==> config.mk <==
export PLATFORM = sky130hd
export DESIGN_NAME = wb_scoreboard
export DESIGN_NICKNAME = d
export VERILOG_FILES = /design/src/rtl/wb_scoreboard.sv
export SDC_FILE = /design/constraint.sdc
export NUM_CORES = 1
export LEC_CHECK = 0
export CAP_MARGIN = 25
export CORE_ASPECT_RATIO = 1.1
export CORE_UTILIZATION = 35
export DETAILED_ROUTE_END_ITERATION = 8
export SYNTH_ARGS = -nofsm -noshare
export SYNTH_HDL_FRONTEND = slang
export SYNTH_SLANG_ARGS = --single-unit
==> constraint.sdc <==
create_clock -name clk -period 5.2 [get_ports clk]
set_input_delay 1.04 -clock clk [delete_from_list [all_inputs] [get_ports clk]]
set_output_delay 1.04 -clock clk [all_outputs]
set_load 0.03 [all_outputs]
==> src/rtl/wb_scoreboard.sv <==
// Writeback scoreboard and result queue for the integer register file write port.
// Optional operand bypass from the write port is enabled by defining WB_BYPASS_EN.
module wb_scoreboard #(
  parameter  int WIDTH = 32,
  parameter  int SIZE  = 32,
  parameter  int DEPTH = 4,
  localparam int IDX   = $clog2(SIZE),
  localparam int CW    = $clog2(DEPTH + 1)
) (
  input  logic             clk,
  input  logic             reset,
  input  logic             claim_en,
  input  logic [IDX-1:0]   claim_index,
  input  logic             res_valid,
  output logic             res_ready,
  input  logic [IDX-1:0]   res_index,
  input  logic [WIDTH-1:0] res_data,
  output logic             wr_en,
  output logic [IDX-1:0]   wr_index,
  output logic [WIDTH-1:0] wr_data,
  input  logic [IDX-1:0]   chk1_index,
  input  logic [IDX-1:0]   chk2_index,
  input  logic [IDX-1:0]   chk_rd_index,
  output logic             stall,
  output logic             fwd1_hit,
  output logic             fwd2_hit,
  output logic [SIZE-1:0]  pending,
  output logic [CW-1:0]    count
);

  localparam int PW = $clog2(DEPTH);

  typedef struct packed {
    logic [IDX-1:0]   idx;
    logic [WIDTH-1:0] data;
  } entry_t;

  entry_t            r_mem [DEPTH];
  logic [PW-1:0]     r_head, r_tail;
  logic [CW-1:0]     r_count;
  logic [SIZE-1:0]   r_pending;
  logic              r_wr_en;
  logic [IDX-1:0]    r_wr_index;
  logic [WIDTH-1:0]  r_wr_data;

  logic              w_push, w_pop;
  entry_t            w_head;
  logic [SIZE-1:0]   w_set, w_clr;
  logic              w_infl1, w_infl2, w_inflrd;
  logic              w_haz1, w_haz2, w_hazrd;

  assign w_head    = r_mem[r_head];
  assign res_ready = (r_count < CW'(DEPTH));
  assign w_push    = res_valid && res_ready;
  assign w_pop     = (r_count != '0);

  // FIFO storage carries no reset; validity is tracked by the pointers and count.
  always_ff @(posedge clk) begin
    if (w_push) r_mem[r_tail] <= '{idx: res_index, data: res_data};
  end

  always_ff @(posedge clk or negedge reset) begin
    if (!reset) begin
      r_head  <= '0;
      r_tail  <= '0;
      r_count <= '0;
    end else begin
      if (w_push) r_tail <= r_tail + PW'(1);
      if (w_pop)  r_head <= r_head + PW'(1);
      unique case ({w_push, w_pop})
        2'b10:   r_count <= r_count + CW'(1);
        2'b01:   r_count <= r_count - CW'(1);
        default: r_count <= r_count;
      endcase
    end
  end

  // Index-0 results drain silently: the port updates but the write stays disabled.
  always_ff @(posedge clk or negedge reset) begin
    if (!reset) begin
      r_wr_en    <= 1'b0;
      r_wr_index <= '0;
      r_wr_data  <= '0;
    end else if (w_pop) begin
      r_wr_en    <= (w_head.idx != '0);
      r_wr_index <= w_head.idx;
      r_wr_data  <= w_head.data;
    end else begin
      r_wr_en    <= 1'b0;
    end
  end

  // Clear lands on the pop edge (same edge wr_en rises); a same-edge claim wins.
  always_comb begin
    w_set = '0;
    w_clr = '0;
    if (claim_en && claim_index != '0) w_set = SIZE'(1) << claim_index;
    if (w_pop && w_head.idx != '0)     w_clr = SIZE'(1) << w_head.idx;
  end

  always_ff @(posedge clk or negedge reset) begin
    if (!reset) r_pending <= '0;
    else        r_pending <= (r_pending & ~w_clr) | w_set;
  end

  assign w_infl1  = r_wr_en && (r_wr_index == chk1_index);
  assign w_infl2  = r_wr_en && (r_wr_index == chk2_index);
  assign w_inflrd = r_wr_en && (r_wr_index == chk_rd_index);

`ifdef WB_BYPASS_EN
  assign w_haz1   = (chk1_index != '0) && r_pending[chk1_index];
  assign w_haz2   = (chk2_index != '0) && r_pending[chk2_index];
  assign fwd1_hit = w_infl1 && (chk1_index != '0);
  assign fwd2_hit = w_infl2 && (chk2_index != '0);
`else
  assign w_haz1   = (chk1_index != '0) && (r_pending[chk1_index] || w_infl1);
  assign w_haz2   = (chk2_index != '0) && (r_pending[chk2_index] || w_infl2);
  assign fwd1_hit = 1'b0;
  assign fwd2_hit = 1'b0;
`endif
  // A destination being written this cycle is a WAW hazard in both modes.
  assign w_hazrd  = (chk_rd_index != '0) && (r_pending[chk_rd_index] || w_inflrd);

  assign stall    = w_haz1 || w_haz2 || w_hazrd;
  assign wr_en    = r_wr_en;
  assign wr_index = r_wr_index;
  assign wr_data  = r_wr_data;
  assign pending  = r_pending;
  assign count    = r_count;

endmodule
==> results.sh, run 1 <==
export IMPL_n_antenna_cell=0
export IMPL_clkTransAtPathRegs_ps=60
export IMPL_slew_headroom=0.3318
export IMPL_path_max_fanout=6
export IMPL_cts_tree="built"
export IMPL_max_slew_worst_pin_slew_ps=1002
export IMPL_most_common_layout_cells="148 x edfxtp_1, 134 x clkdlybuf4s50_1, 123 x nand2_1"
export IMPL_synth_seq_cells=225
export IMPL_final_common_cell="edfxtp_1"
export IMPL_drc=0
export IMPL_vias_per_cell=5.035
export IMPL_nets=822
export IMPL_fillerInstances=2299
export IMPL_cts_setup_buffers=0
export IMPL_cts_sinks=225
export IMPL_hold_path_depth=2
export IMPL_hold_violations=0
export IMPL_drive_gt1_frac=0.1617
export IMPL_critPathTopFamily="buffers and inverters"
export IMPL_place_area_um2=11280
export IMPL_path_buf_inv=3
export IMPL_p_leak_nw=4.368
export IMPL_grt_pass1_vias=5915
export IMPL_routed_wl_um=22020
export IMPL_synth_cell_types=49
export IMPL_ioPinCount=138
export IMPL_area_delta_synth_final_pct=26.81
export IMPL_path_cells="clkdlybuf4s50_1, buf_4, mux4_2, mux2i_1, nor2_1, a2111oi_2, o211ai_1, clkdlybuf4s50_1"
export IMPL_setup_tns_ps=0
export IMPL_ys_warn_count=0
export IMPL_grt_max_degree=42
export IMPL_io_buffers=135
export IMPL_critPathLaunchType="input pin"
export IMPL_grt_pass1_wl_um=34580
export IMPL_slowest_stage="clkdlybuf4s50_1"
export IMPL_fp_dieH_um=175.0
export IMPL_multiInputGateArea_um2=2965
export IMPL_drt_pass1_iter_count=4
export IMPL_arrival_ps=3750
export IMPL_cts_hold_buf=0
export IMPL_ctsHtreeMaxLevel=1
export IMPL_fin_worst_skew_ps=20.81
export IMPL_outcome="completed"
export IMPL_grtUsageTotal=0.1600
export IMPL_yosys_area_top_type="edfxtp_1"
export IMPL_reg2regPathDepth=9
export IMPL_drt_iter0_drc=345
export IMPL_clkLatencyLatePin_ps=530
export IMPL_powerDensity_nw_per_um2=618.0
export IMPL_gp_congestion=0.8045
export IMPL_setup_viol=0
export IMPL_numCtsBuffers=24
export IMPL_max_cap_viol_count=0
export IMPL_synth_top_area_frac=0.4668
export IMPL_ant_nets=0
export IMPL_peakVddDrop_mv=0.3595
export IMPL_cp_common_cell="clkdlybuf4s50_1"
export IMPL_antenna_found_initial=0
export IMPL_synth_flop_cell="edfxtp_1"
export IMPL_synth_edff_count=148
export IMPL_initial_core_util=0.3599
export IMPL_avgRoutedWirePerCell_um=19.58
export IMPL_avgSynthCellArea_um2=15.51
export IMPL_seq_area_um2=6374
export IMPL_fin_crit_sh=0.9218
export IMPL_clock_root_buffer="clkbuf_16"
export IMPL_via_count=5664
export IMPL_fmax_mhz=208.6
export IMPL_synth_cells=614
export IMPL_overflow=0
export IMPL_rsz0062_at_grt="false"
export IMPL_yosys_top_cells_area="edfxtp_1 47%, dfrtp_1 20%, mux4_2 14%"
export IMPL_placementRows=62
export IMPL_ctsResizeCount=0
export IMPL_netlist_area_um2=9520
export IMPL_die_area_um2=27860
export IMPL_post_route_min_period_ps=4794
export IMPL_crit_cells=8
export IMPL_core_um2=26450
export IMPL_synth_async_reset_ratio=0.3422
export IMPL_slew_violations=0
export IMPL_min_path_type="reg2reg"
export IMPL_fin_area_um2=12070
export IMPL_criticalPathCategory="in2out"
export IMPL_seq_area_frac_synth=0.6692
export IMPL_cts_max_path_buffers=3
export IMPL_end_kind="primary output"
export IMPL_max_stage_delay_ps=640
export IMPL_die_x_um=159.3
export IMPL_post_dp_hpwl_um=14510
export IMPL_cp_data_required_time_ps=4160
state kept, by name, indices dropped and copies added (netlist names):
signal,cells
r_mem,148
pending,32
wr_data,32
wr_index,5
count,3
r_head,2
r_tail,2
wr_en,1
final cells by class:
| cell class | count | share of cell area |
|---|---|---|
| inverters | 9 | 0.002798 |
| repair buffers | 145 | 0.1217 |
| multi-input cells | 350 | 0.2456 |
| well taps | 352 | 0.03648 |
| clock inverters | 12 | 0.01161 |
| clock buffers | 32 | 0.05389 |
| flip-flops and latches | 225 | 0.5279 |
power breakdown:
| group | total [W] | switching, W | internal [W] |
|---|---|---|---|
| combinational | 0.00289 | 0.00158 | 0.00131 |
| sequential | 0.00288 | 0.000477 | 0.00240 |
| clock | 0.00169 | 0.000701 | 0.000987 |
| total | 0.00746 | 0.00276 | 0.00470 |
through the flow:
stage | instances | utilization | setup WS (ps) | power (W) | hold WS (ps)
6_report | 1125 | 0.4564 | 406.4 | 0.007461 | 462.6
5_1_grt | 1125 | 0.4564 | 290.8 | 0.007867 | 491.2
4_1_cts | 1125 | 0.4564 | 406.2 | 0.007546 | 471.9
3_5_place_dp | 1081 | 0.4265 | 411.2 | 0.005842 | 457.6
3_3_place_gp | 1078 | 0.4239 | 423.5 | 0.005803 | 449.3
2_1_floorplan | 615 | - | 1526 | 0.004660 | 579.6
cells by family after synthesis:
family                   count (synthesis)  synth area share
AO/OA/AOI/OAI                           73           0.04114
XOR/XNOR                                21           0.01932
adder cells (fa/ha/maj)                  6          0.008674
buffers and inverters                   40           0.02076
flip-flops                             225            0.6692
multiplexers                            68            0.1544
other                                    1         0.0003939
AND/OR/NAND/NOR                        180           0.08608
tightest hold or removal path, delay by kind of cell, from the launching register on:
kind             cells  cell delay [ps]
flip-flops           1              340
AND/OR/NAND/NOR      2               90
path summary, 6_finish.rpt:
path                          startpoint          end  slack [ps]
min reg2reg                  wr_data[29]  wr_data[29]         460
max in group asynchronous          reset    r_head[1]        3680
min in group asynchronous          reset   wr_data[8]         500
max                        chk1_index[0]        stall         410
min                          wr_data[29]  wr_data[29]         460
max reg2reg                     count[0]     count[2]        2490
synthesized netlist by cell type (5+ instances only):
cell type	instances
clkbuf_1	18
ha_1	5
nand2_1	123
nor2_1	10
edfxtp_1	148
mux4_2	59
nand3b_1	6
inv_1	9
nand3_1	8
dfrtp_1	77
xnor2_1	8
xor2_1	13
buf_2	5
o21ai_1	10
o21ai_0	55
layer usage:
metal | vias up | track usage | part of all wire
met5 | - | 0 | 0
met4 | 0 | 0.04247 | 0.022
met3 | 40 | 0.03086 | 0.061
met2 | 195 | 0.2728 | 0.49
met1 | 2846 | 0.2095 | 0.43
li1 | 2583 | - | -
Power figures use the tool's default switching activity.
==> run 2, diff against run 1 <==
--- a/config.mk
+++ b/config.mk
@@ -7,6 +7,7 @@
 export LEC_CHECK = 0
 export CAP_MARGIN = 25
 export CORE_ASPECT_RATIO = 1.1
+export CORE_MARGIN = 8
 export CORE_UTILIZATION = 35
 export DETAILED_ROUTE_END_ITERATION = 8
 export SYNTH_ARGS = -nofsm -noshare
==> results.sh, run 2 (synthesized netlist as in run 1, its figures left out) <==
export IMPL_outcome="completed"
export IMPL_nets=824
export IMPL_grtUsageTotal=0.1419
export IMPL_die_area_um2=32740
export IMPL_numCtsBuffers=24
export IMPL_path_max_fanout=9
export IMPL_vias_per_cell=5.055
export IMPL_via_count=5722
export IMPL_cts_hold_buf=0
export IMPL_drt_iter0_drc=334
export IMPL_slew_violations=0
export IMPL_path_cells="clkdlybuf4s50_1, mux4_2, mux2i_1, mux4_2, nand2_1, o21ai_0, o211ai_1, clkdlybuf4s50_1"
export IMPL_route_met2_wl_um=11360
export IMPL_dr_wl_met3_um=1424
export IMPL_p_leak_nw=4.337
export IMPL_criticalPathCategory="in2out"
export IMPL_post_route_min_period_ps=4754
export IMPL_core_um2=26880
export IMPL_dp_slack_ps=418.2
export IMPL_ctsResizeCount=0
export IMPL_reg2regPathDepth=5
export IMPL_overflow=0
export IMPL_finalPower_w=0.007363
export IMPL_fin_crit_sh=0.9142
export IMPL_top_register="r_mem"
export IMPL_placementRows=63
export IMPL_place_area_um2=11260
export IMPL_highest_layer="met5"
export IMPL_fillerInstances=2410
export IMPL_drc=0
export IMPL_fin_worst_skew_ps=8.035
export IMPL_stdcell_count=1132
export IMPL_avgRoutedWirePerCell_um=20.59
export IMPL_rsz0062_at_grt="false"
export IMPL_cp_data_required_time_ps=4160
export IMPL_hp_start="wr_data[23]"
export IMPL_min_path_type="reg2reg"
export IMPL_reg2reg_slack_ps=2760
export IMPL_grt_pass1_vias=6143
export IMPL_max_stage_delay_ps=820
export IMPL_arrival_ps=3710
export IMPL_setup_viol=0
export IMPL_largest_reg_flops=148
export IMPL_io_buffers=135
export IMPL_fp_dieH_um=189.0
export IMPL_setup_ws_ps=446.2
export IMPL_die_x_um=173.3
export IMPL_slew_headroom=0.4182
export IMPL_end_kind="primary output"
export IMPL_fin_area_um2=12000
export IMPL_n_antenna_cell=0
export IMPL_ctsHtreeMaxLevel=1
export IMPL_cts_tree="built"
export IMPL_slowest_stage="clkdlybuf4s50_1"
export IMPL_min_to="wr_data[23]"
export IMPL_max_slew_worst_pin_slew_ps=872.7
export IMPL_ioPinCount=138
export IMPL_drive_gt1_frac=0.1523
export IMPL_hold_path_depth=2
export IMPL_r2r_start="r_head[0]"
export IMPL_ant_nets=0
export IMPL_most_common_layout_cells="148 x edfxtp_1, 134 x clkdlybuf4s50_1, 123 x nand2_1"
export IMPL_antenna_found_initial=1
export IMPL_met1Wirelength_um=10030
export IMPL_cts_setup_buffers=0
export IMPL_drt_pass1_iter_count=5
export IMPL_clkTransAtPathRegs_ps=60
export IMPL_cts_sinks=225
export IMPL_timing_rr_end="pending[7]"
export IMPL_initial_core_util=0.3542
export IMPL_grt_max_degree=42
export IMPL_critPathLaunchType="input pin"
export IMPL_clock_root_buffer="clkbuf_16"
export IMPL_grt_pass1_wl_um=36880
export IMPL_hold_violations=0
export IMPL_routed_wl_um=23310
export IMPL_cts_max_path_buffers=3
export IMPL_clkLatencyLatePin_ps=510
export IMPL_max_cap_viol_count=0
export IMPL_area_delta_synth_final_pct=26.07
export IMPL_placed_cells=1087
export IMPL_post_dp_hpwl_um=15670
export IMPL_gp_congestion=0.7724
export IMPL_fmax_mhz=210.4
export IMPL_peakVddDrop_mv=0.3782
export IMPL_final_common_cell="edfxtp_1"
export IMPL_powerDensity_nw_per_um2=613.5
export IMPL_setup_tns_ps=0
-- run 2: how the worst max path moves through the flow --
stage | from | end | slack, ps | cells past startpoint
after global routing | chk_rd_index[0] | stall | 270 | 8
final | chk_rd_index[0] | stall | 450 | 8
after CTS | chk_rd_index[0] | stall | 410 | 8
after global placement | chk_rd_index[0] | stall | 440 | 8
after floorplan | chk1_index[2] | stall | 1530 | 5
after detailed placement | chk_rd_index[0] | stall | 420 | 8
-- run 2: metal layers --
layer	vias up	global-route usage
met2	172	0.2414
met4	2	0.03717
met3	41	0.03526
met1	2909	0.1789
met5	-	0
li1	2598	-
-- run 2: worst max-delay path, delay by kind of cell --
kind | cells | cell delay, ps
buf+inv | 2 | 1430
mux | 3 | 1010
compound gates | 2 | 180
simple gates | 1 | 50
-- run 2: metrics by stage --
| stage | hold WS [ps] | utilization |
|---|---|---|
| 3_5_place_dp | 454.5 | 0.4190 |
| 5_1_grt | 481.7 | 0.4465 |
| 6_report | 461.2 | 0.4465 |
| 2_1_floorplan | 579.6 | - |
| 3_3_place_gp | 450.9 | 0.4183 |
| 4_1_cts | 467.8 | 0.4458 |
-- run 2: cell type report --
| class | instances | area, µm² | area share |
|---|---|---|---|
| inverter | 9 | 33.78 | 0.002815 |
| sequential | 225 | 6374 | 0.5310 |
| clock inverter | 10 | 50.05 | 0.004170 |
| timing repair buffer | 147 | 1464 | 0.1220 |
| clock buffer | 34 | 669.4 | 0.05577 |
| tap | 357 | 446.7 | 0.03721 |
| multi-input combinational | 350 | 2965 | 0.2471 |
-- run 2: where the power goes --
part | leakage, nW | internal (W) | switching [W]
Combinational | 1.74 | 0.00131 | 0.00163
Clock | 0.350 | 0.000895 | 0.000673
Sequential | 2.25 | 0.00241 | 0.000449
==> run 3, diff against run 2 <==
==> constraint.sdc (replaced) <==
create_clock -name clk -period 4.7 [get_ports clk]
set_input_delay 0.94 -clock clk [delete_from_list [all_inputs] [get_ports clk]]
set_output_delay 0.94 -clock clk [all_outputs]
set_load 0.03 [all_outputs]
==> results.sh, run 3 (synthesized netlist as in run 1, its figures left out) <==
export IMPL_outcome="completed"
export IMPL_clkLatencyLatePin_ps=520
export IMPL_cts_max_path_buffers=3
export IMPL_fmax_mhz=221.7
export IMPL_path_buf_inv=3
export IMPL_post_dp_hpwl_um=15410
export IMPL_powerDensity_nw_per_um2=680.6
export IMPL_grt_pass1_vias=6178
export IMPL_switchingPower_w=0.003049
export IMPL_ctsHtreeMaxLevel=1
export IMPL_top_register="r_mem"
export IMPL_largest_reg_flops=148
export IMPL_criticalPathCategory="in2out"
export IMPL_fin_worst_skew_ps=23.62
export IMPL_arrival_ps=3570
export IMPL_gp_congestion=0.7883
export IMPL_cp_data_required_time_ps=3760
export IMPL_path_max_fanout=5
export IMPL_critPathLaunchType="input pin"
export IMPL_critPathTopFamily="buffers and inverters"
export IMPL_numCtsBuffers=24
export IMPL_drive_gt1_frac=0.1665
export IMPL_vias_per_cell=5.021
export IMPL_final_common_cell="edfxtp_1"
export IMPL_drt_iter0_drc=253
export IMPL_min_path_type="in2async"
export IMPL_crit_cells=8
export IMPL_grt_max_degree=45
export IMPL_ctsResizeCount=0
export IMPL_most_common_layout_cells="148 x edfxtp_1, 134 x clkdlybuf4s50_1, 123 x nand2_1"
export IMPL_max_cap_viol_count=0
export IMPL_die_area_um2=32740
export IMPL_power_share_combinational=0.395
export IMPL_peakVddDrop_mv=0.3760
export IMPL_power_internal_w=0.005175
export IMPL_fillerInstances=2406
export IMPL_grt_pass1_wl_um=36550
export IMPL_drt_pass1_iter_count=5
export IMPL_fp_dieH_um=189.0
export IMPL_fin_crit_sh=0.9595
export IMPL_clkPwrFrac=0.222
export IMPL_clock_root_buffer="clkbuf_16"
export IMPL_drc=0
export IMPL_initial_core_util=0.3542
export IMPL_ant_nets=0
export IMPL_path_cells="clkdlybuf4s50_1, buf_4, mux4_2, mux2i_1, nor2_1, a2111oi_2, o211ai_1, clkdlybuf4s50_1"
export IMPL_slew_headroom=0.4082
export IMPL_seqPwrFrac=0.383
export IMPL_cts_tree="built"
export IMPL_end_kind="primary output"
export IMPL_avgRoutedWirePerCell_um=20.25
export IMPL_switching_share=0.3708
export IMPL_overflow=0
export IMPL_routed_wl_um=23040
export IMPL_n_antenna_cell=0
export IMPL_setup_viol=0
export IMPL_cts_sinks=225
export IMPL_core_um2=26880
export IMPL_p_leak_nw=4.384
export IMPL_grtUsageTotal=0.1405
export IMPL_cp_common_cell="clkdlybuf4s50_1"
export IMPL_slowest_stage="clkdlybuf4s50_1"
export IMPL_max_stage_delay_ps=640
export IMPL_ioPinCount=138
export IMPL_post_route_min_period_ps=4510
export IMPL_reg2regPathDepth=7
export IMPL_placementRows=63
export IMPL_io_buffers=135
export IMPL_antenna_found_initial=1
export IMPL_area_delta_synth_final_pct=26.93
export IMPL_nets=830
export IMPL_via_count=5714
export IMPL_hold_violations=0
export IMPL_cts_hold_buf=0
export IMPL_setup_tns_ps=0
export IMPL_die_x_um=173.3
export IMPL_cts_setup_buffers=0
export IMPL_slew_violations=0
export IMPL_clkTransAtPathRegs_ps=60
export IMPL_max_slew_worst_pin_slew_ps=887.7
export IMPL_rsz0062_at_grt="false"
export IMPL_final_util=0.4496
[run 3: worst paths after layout]
check	from	to	slack, ps
hold / removal	reset	count[1]	460
hold reg to reg	wr_data[28]	wr_data[28]	460
min in group clk	wr_data[28]	wr_data[28]	460
setup / recovery	chk1_index[0]	stall	190
max in group asynchronous	reset	r_head[0]	3270
setup reg to reg	count[0]	count[1]	2030
[run 3: area by class of cell]
class                   instances  area (µm²)  area share
clock inverters                15       148.9     0.01232
inverters                       9       33.78    0.002796
multi-input cells             350        2965      0.2454
repair buffers                153        1496      0.1238
well taps                     357       446.7     0.03696
clock buffers                  29       619.3     0.05125
flip-flops and latches        225        6374      0.5274
[run 3: worst reg2reg max path: stages, from the launching register on]
cell,delay (ps)
dfrtp_1,430
nor3_2,180
buf_4,460
clkinv_1,530
ha_1,380
inv_1,70
fa_1,390
o21ai_0,150
[run 3: layer usage]
layer | wire length, µm | up-vias | track usage
met3 | 1280 | 34 | 0.03287
li1 | - | 2612 | -
met4 | 418 | 2 | 0.03186
met5 | 13 | - | 0
met1 | 10130 | 2897 | 0.1767
met2 | 11210 | 169 | 0.2432
[run 3: per-stage QoR]
step / hold slack, ps / cells / total power, W / instance area [µm²] / setup slack [ps]
final: 463.8 / 1138 / 0.008224 / 12080 / 190.2
after global routing: 489.1 / 1138 / 0.008710 / 12080 / 4.854
after CTS: 467.8 / 1137 / 0.008348 / 12060 / 163.6
after detailed placement: 455.4 / 1093 / 0.006495 / 11300 / 165.7
after global placement: 452.0 / 1093 / 0.006450 / 11300 / 186.7
after floorplan: 579.6 / 615 / 0.005156 / 9524 / 1226
[run 3: power groups by stage]
stage               clock [W]  combinational (W)  sequential, W
floorplan                   0            0.00155        0.00361
global placement            0            0.00322        0.00323
detailed placement          0            0.00326        0.00324
CTS                   0.00188            0.00326        0.00321
global route          0.00195            0.00353        0.00323
finish                0.00182            0.00325        0.00315
